`src/rtl/ar_stride_gen.sv`:
```
// Address register with a built-in strided generator: loads from the bus or TR/MBR,
// then each Step advances by a column stride, adding a row skip at end of row.
module ar_stride_gen #(
  parameter int ADDR_W   = 16,
  parameter int COL_W    = 8,
  parameter int SAT_MODE = 0
) (
  input  logic                clk,
  input  logic                rst_n,
  input  logic [ADDR_W-1:0]   in_bus,
  input  logic                Write,
  input  logic                Ins_Con,
  input  logic [ADDR_W/2-1:0] TR_AR,
  input  logic [ADDR_W/2-1:0] MBR_AR,
  input  logic                Step,
  input  logic [ADDR_W-1:0]   Col_Stride,
  input  logic [ADDR_W-1:0]   Row_Skip,
  input  logic [COL_W-1:0]    Row_Len,
  output logic [ADDR_W-1:0]   out_bus,
  output logic [COL_W-1:0]    Col_Cnt,
  output logic                Row_End,
  output logic                Ovf
);

  localparam int HALF_W = ADDR_W / 2;

  logic [ADDR_W-1:0] addr_reg, addr_next;
  logic [COL_W-1:0]  col_cnt_reg, col_cnt_next;
  logic              row_end_reg, row_end_next;
  logic              ovf_reg, ovf_next;

  logic [COL_W-1:0]  row_len_eff;
  logic              row_last;
  logic [ADDR_W:0]   inc;
  logic [ADDR_W+1:0] sum;
  logic              carry;
  logic [ADDR_W-1:0] addr_on_carry;
  logic [ADDR_W-1:0] concat_load;

  assign concat_load = {TR_AR[HALF_W-1:0], MBR_AR[HALF_W-1:0]};

  // A zero row length behaves as one Step per row.
  assign row_len_eff = (Row_Len == '0) ? COL_W'(1) : Row_Len;
  // Strict equality: a counter already past a shrunk row length runs on and wraps.
  assign row_last    = (col_cnt_reg == row_len_eff - COL_W'(1));
  assign inc         = {1'b0, Col_Stride} + (row_last ? {1'b0, Row_Skip} : '0);
  assign sum         = {2'b00, addr_reg} + {1'b0, inc};
  assign carry       = |sum[ADDR_W+1:ADDR_W];

  generate
    if (SAT_MODE != 0) begin : g_sat
      assign addr_on_carry = '1;
    end else begin : g_wrap
      assign addr_on_carry = sum[ADDR_W-1:0];
    end
  endgenerate

  always_comb begin
    addr_next    = addr_reg;
    col_cnt_next = col_cnt_reg;
    row_end_next = 1'b0;
    ovf_next     = ovf_reg;
    if (Write) begin
      addr_next    = in_bus;
      col_cnt_next = '0;
      ovf_next     = 1'b0;
    end else if (Ins_Con) begin
      addr_next    = concat_load;
      col_cnt_next = '0;
      ovf_next     = 1'b0;
    end else if (Step) begin
      if (row_last) begin
        col_cnt_next = '0;
        row_end_next = 1'b1;
      end else begin
        col_cnt_next = col_cnt_reg + COL_W'(1);
      end
      if (carry) begin
        addr_next = addr_on_carry;
        ovf_next  = 1'b1;
      end else begin
        addr_next = sum[ADDR_W-1:0];
      end
    end
  end

  always_ff @(posedge clk) begin
    if (!rst_n) begin
      addr_reg    <= '0;
      col_cnt_reg <= '0;
      row_end_reg <= 1'b0;
      ovf_reg     <= 1'b0;
    end else begin
      addr_reg    <= addr_next;
      col_cnt_reg <= col_cnt_next;
      row_end_reg <= row_end_next;
      ovf_reg     <= ovf_next;
    end
  end

  assign out_bus = addr_reg;
  assign Col_Cnt = col_cnt_reg;
  assign Row_End = row_end_reg;
  assign Ovf     = ovf_reg;

endmodule
```
`config.mk`:
```
export PLATFORM = sky130hd
export DESIGN_NAME = ar_stride_gen
export DESIGN_NICKNAME = d
export VERILOG_FILES = /design/src/rtl/ar_stride_gen.sv
export SDC_FILE = /design/constraint.sdc
export NUM_CORES = 1
export LEC_CHECK = 0
export BUFFER_PORTS_ARGS = -buffer_cell sky130_fd_sc_hd__buf_2
export CORE_MARGIN = 1.5
export CORE_UTILIZATION = 50
export DETAILED_ROUTE_END_ITERATION = 16
export PLACE_DENSITY_LB_ADDON = 0.08
export SYNTH_ARGS = -nofsm -noshare
export SYNTH_HDL_FRONTEND = slang
export SYNTH_SLANG_ARGS = --single-unit
```
`constraint.sdc`:
```
create_clock -name clk -period 7.43 [get_ports clk]
set_input_delay 0.3715 -clock clk [delete_from_list [all_inputs] [get_ports clk]]
set_output_delay 0.3715 -clock clk [all_outputs]
set_load 0.05 [all_outputs]
```
Yosys cells after proc, flatten, opt, wreduce, memory -nomap -nowiden
Index checks and enable logic that the tools add are counted.
- word-level logic and storage cells: 24
- output and inout port bits: 26
- bits of input ports: 77
- register bits: 26
- reduce and logical (&&, ||, !) cells: 6
- bitwise logic cells: 2
- eq/ne operators: 1
- add/subtract/negate cells: 4
- mux-type cells: 7
- operators by type and width (operator ; count):
    2-to-1 mux 16 bit ; 4
    adder 16 x 17 -> 18 bit ; 1
    adder 16 x 16 -> 17 bit ; 1
    2-to-1 mux 8 bit ; 2
    adder 8 x 1 -> 8 bit (second input constant) ; 1
    == test 8 bit ; 1
    logical NOT 8 bit ; 1
    subtractor 8 x 1 -> 8 bit (second input constant) ; 1
    OR reduction 4 bit ; 1
    nonzero test 3 bit ; 1
    OR reduction 3 bit ; 1
    NOT 1 bit ; 2
    AND reduction 2 bit ; 1
    OR reduction 2 bit ; 1
    2-to-1 mux 1 bit ; 1

Depth between registers and ports, before layout
- word-level depth: 10
- depth in mapped cells: 21
- gate-level depth less buffers: 20

Least setup slack after synthesis
OpenSTA, ideal clock, no wires.
- path type: input-to-reg
- start point: input Row_Len[4]
- end point: register addr_reg[12] (netlist: out_bus[12])
- arrival time: 4.410 ns
- stages: 17
- library setup time: 0.125 ns
- required time: 7.305 ns
- path buffers: 1
- path slack: 2.895 ns
- cells stage by stage: nor4_2 > a21oi_2 > ha_1 > and3_1 > o221a_2 > o21ai_1 > nor3_4 > buf_6 > and2_1 > fa_1 > ha_1 > a21oi_1 > o22ai_1 > o31a_1 > or4_1 > a211oi_1 > o21ai_0
- cells in the longest elaborated chain, start to end: 10
- RTL lines (element ; RTL line ; RTL):
    from (decl) ; 18 ; input logic [COL_W-1:0] Row_Len,
    logical NOT 8 bit ; 43 ; assign row_len_eff = (Row_Len == '0) ? COL_W'(1) : Row_Len;
    2-to-1 mux 8 bit (*) ; 43 ;
    subtractor 8 x 1 -> 8 bit (*) ; 45 ; assign row_last = (col_cnt_reg == row_len_eff - COL_W'(1));
    == test 8 bit (*) ; 45 ;
    2-to-1 mux 16 bit (*) ; 46 ; assign inc = {1'b0, Col_Stride} + (row_last ? {1'b0, Row_Skip} : '0);
    adder 16 x 16 -> 17 bit (*) ; 46 ;
    adder 16 x 17 -> 18 bit (*) ; 47 ; assign sum = {2'b00, addr_reg} + {1'b0, inc};
    2-to-1 mux 16 bit (*) ; 71 ; end else if (Step) begin
    2-to-1 mux 16 bit (*) ; 67 ; end else if (Ins_Con) begin
    2-to-1 mux 16 bit (*) ; 63 ; if (Write) begin
    to (signal assigned) ; 94 ; addr_reg <= addr_next;
    to (decl) ; 27 ; logic [ADDR_W-1:0] addr_reg, addr_next;
Every way passes the cells marked *; elsewhere a longest branch is shown, timed or not. The select of a mux whose other input is x is not followed.
A chain may end at the register's enable or synchronous reset.

Worst setup path after layout
- start point: input Row_Len[4]
- end point: register addr_reg[14] (netlist: out_bus[14])
Same word-level chain as after synthesis.

==> impl_metrics.yaml <==
drt:
  viasPerCell: 5.74
  ant_nets: 0
  initialDrtViolationCount: 141
  dr.pass1.iters: 4
  routedWlPerCell_microns: 15.4
  vias: 3017
  routed_wl_microns: 8110
  drc: 0
timing:
  finalCritPeriodShare: 0.677
  tns_ns: 0
  slew-limit-headroom: 0.575
  hold_slack_ns: 0.332
  finalHoldViolCount: 0
  worstMarginPinSlew_ns: 0.635
  fmax_ghz: 0.199
  period_needed_ns: 5.03
  skew_ns: 0.00405
  setup_viol: 0
  rsz0062_at_grt: "false"
  drv_slew: 0
setup_path:
  crit_chain: "buf_2, nor4_2, a21oi_2, ha_1, xor2_1, o21ai_0, a211oi_1, o21ai_1, nor3_4, and2_1, fa_1, ha_1, a21o_1, a21oi_1, a2111oi_0, nor3_1, mux2_2, a211oi_1"
  worstSetupPathType: "input port to flop"
  worst-path-buf-inv: 1
  end_kind: "flop"
  cp_max_fo: 17
  start_kind: "input port"
  crit_family: "simple AND/OR/NAND/NOR gates"
  crit_slowest_cell: "nor3_4"
  max_stage_delay_ns: 0.60
  cp.arrival_ns: 5.22
  crit_required_ns: 7.62
final_layout:
  post-route-util: 0.634
  final_cell_area_sq_mm: 0.00353
  diodes: 0
  nets: 566
  drive_gt1_frac: 0.271
  area_growth_syn_to_layout_pct: 20.8
placed_design:
  routabilityCongestion: 0.825
  placed_cell_area_sq_mm: 0.00346
  port_buffers: 102
  hpwl_microns: 6090
synthesis:
  ys_seq_elements: 26
  synthCells: 363
  ys_types: 62
  yosysTopAreaCellShare: 0.178
  synth_commonest_cells: "35 x nand2_1, 31 x o21ai_0, 26 x dfxtp_1"
  netlist_area_sq_mm: 0.00293
  synth_nets: 474
  yosys.cell_count.top_type: "nand2_1"
  synth-edff-count: 0
  synth_area_leaders: "dfxtp_1 18%, fa_1 12%, ha_1 7.3%"
  yosysWarningCount: 0
  ys_seq_area_frac: 0.178
  syn_area_per_cell_sq_um: 8.06
  synth_ff_type: "dfxtp_1"
  yosys.area.top_type: "dfxtp_1"
  async_flop_share: 0
power_and_ir_drop:
  power_per_cell_area_mw_per_mm2: 143
  leakage_nw: 1.69
  power_w: 0.000504
  peakVddDrop_v: 0.0000919
clock_tree:
  cts_hold_buffers: 0
  cts_sinks: 26
  cts-htree-levels: 1
  worstSkewPairLatency_ns: 0.28
  clockRootBuffer: "clkbuf_8"
  cts.clk_slew.worst_paths_ns: 0.10
  numCtsBuffers: 3
  cts_resized: 0
  cts_tree: "built"
  cts_buffer_depth: 2
  post-cts-setup-buffers: 0
run_status:
  status: "finished clean"
global_routing:
  grt_pass1_vias: 2940
  antenna_found_initial: 0
  grt_max_degree: 31
  grt_pass1_wl_microns: 13300
  grt.overflow.total: 0
  track_usage: 0.266
worst_hold_path:
  hold_class: "input port to flop"
flow_run:
  cap_viol_max_count: 0
floorplanning:
  core-area_sq_mm: 0.00557
  io_pins: 103
  die_h_microns: 79.5
  die_x_microns: 79.5
  die_area_sq_mm: 0.00632
  initial_core_util: 0.525
  rows: 27
## metrics by stage
| step | cells | setup WS, ns |
|---|---|---|
| after floorplan | 363 | 2.90 |
| after global placement | 522 | 2.38 |
| after detailed placement | 522 | 2.17 |
| after CTS | 526 | 2.42 |
| after global routing | 526 | 2.06 |
| final | 526 | 2.40 |
## where the power goes
group	switching [W]	internal, W
registers	0.00000946	0.000148
clock network	0.0000502	0.0000721
logic	0.000136	0.0000885
## cells by family (layout without fill, tap and decap cells)
logic type	Yosys count	count (layout)	synth area share
compound gates	115	115	0.265
xor+xnor	16	16	0.0479
fa+ha+maj	34	34	0.189
buf+inv	36	127	0.0496
flops	26	26	0.178
mux	5	5	0.0192
simple gates	131	131	0.251
## per-layer routing
metal | vias to the layer above | wire length [microns] | global-route usage
met5 | - | 0 | 0
met4 | 0 | 83 | 0.0667
met3 | 8 | 424 | 0.0217
met2 | 104 | 4010 | 0.491
met1 | 1394 | 3600 | 0.330
li1 | 1511 | - | -
## layout by cell type, fill, tap and decap left out, types with 9 or more instances in the layout
master   netlist  layout
ha_1          17      17
xnor2_1       10      10
nand2_1       35      35
nor2_1        14      14
dfxtp_1       26      26
a21oi_1       19      19
o21ai_0       31      31
nor3_1        12      12
and2_1        18      18
a21o_1         9       9
inv_1         20      20
fa_1          17      17
buf_2          2     102
## registers in the layout, indices dropped and copies added, names as in the netlist
name / flops
Row_End: 1
Ovf: 1
out_bus: 16
Col_Cnt: 8
## worst register-to-register path: stages (launching register included)
cell and delay, ns:
dfxtp_1 0.48, nand2b_1 0.14, a21oi_1 0.04, a211oi_1 0.23, o21ai_1 0.23, nor3_4 0.60, and2_1 0.23, fa_1 0.41
ha_1 0.37, a21o_1 0.17, a21oi_1 0.28, a2111oi_0 0.18, nor3_1 0.38, mux2_2 0.38, a211oi_1 0.23
## layout make-up
class / instances / area [sq um]
Multi-Input combinational cell: 301 / 2260
Fill cell: 524 / 2040
Sequential cell: 26 / 520
Timing Repair Buffer: 103 / 518
Tap cell: 72 / 90.1
Inverter: 20 / 75.1
Clock buffer: 3 / 41.3
Clock inverter: 1 / 30.0
## path summary, 6_finish.rpt
kind	slack, ns	depth (start not counted)	startpoint	to
max	2.40	18	Row_Len[4]	out_bus[14]
min	0.33	3	in_bus[9]	out_bus[9]
max reg2reg	2.99	14	Col_Cnt[5]	out_bus[14]
min reg2reg	0.50	2	Ovf	Ovf
No activity file was read; power rests on OpenSTA's default activity.
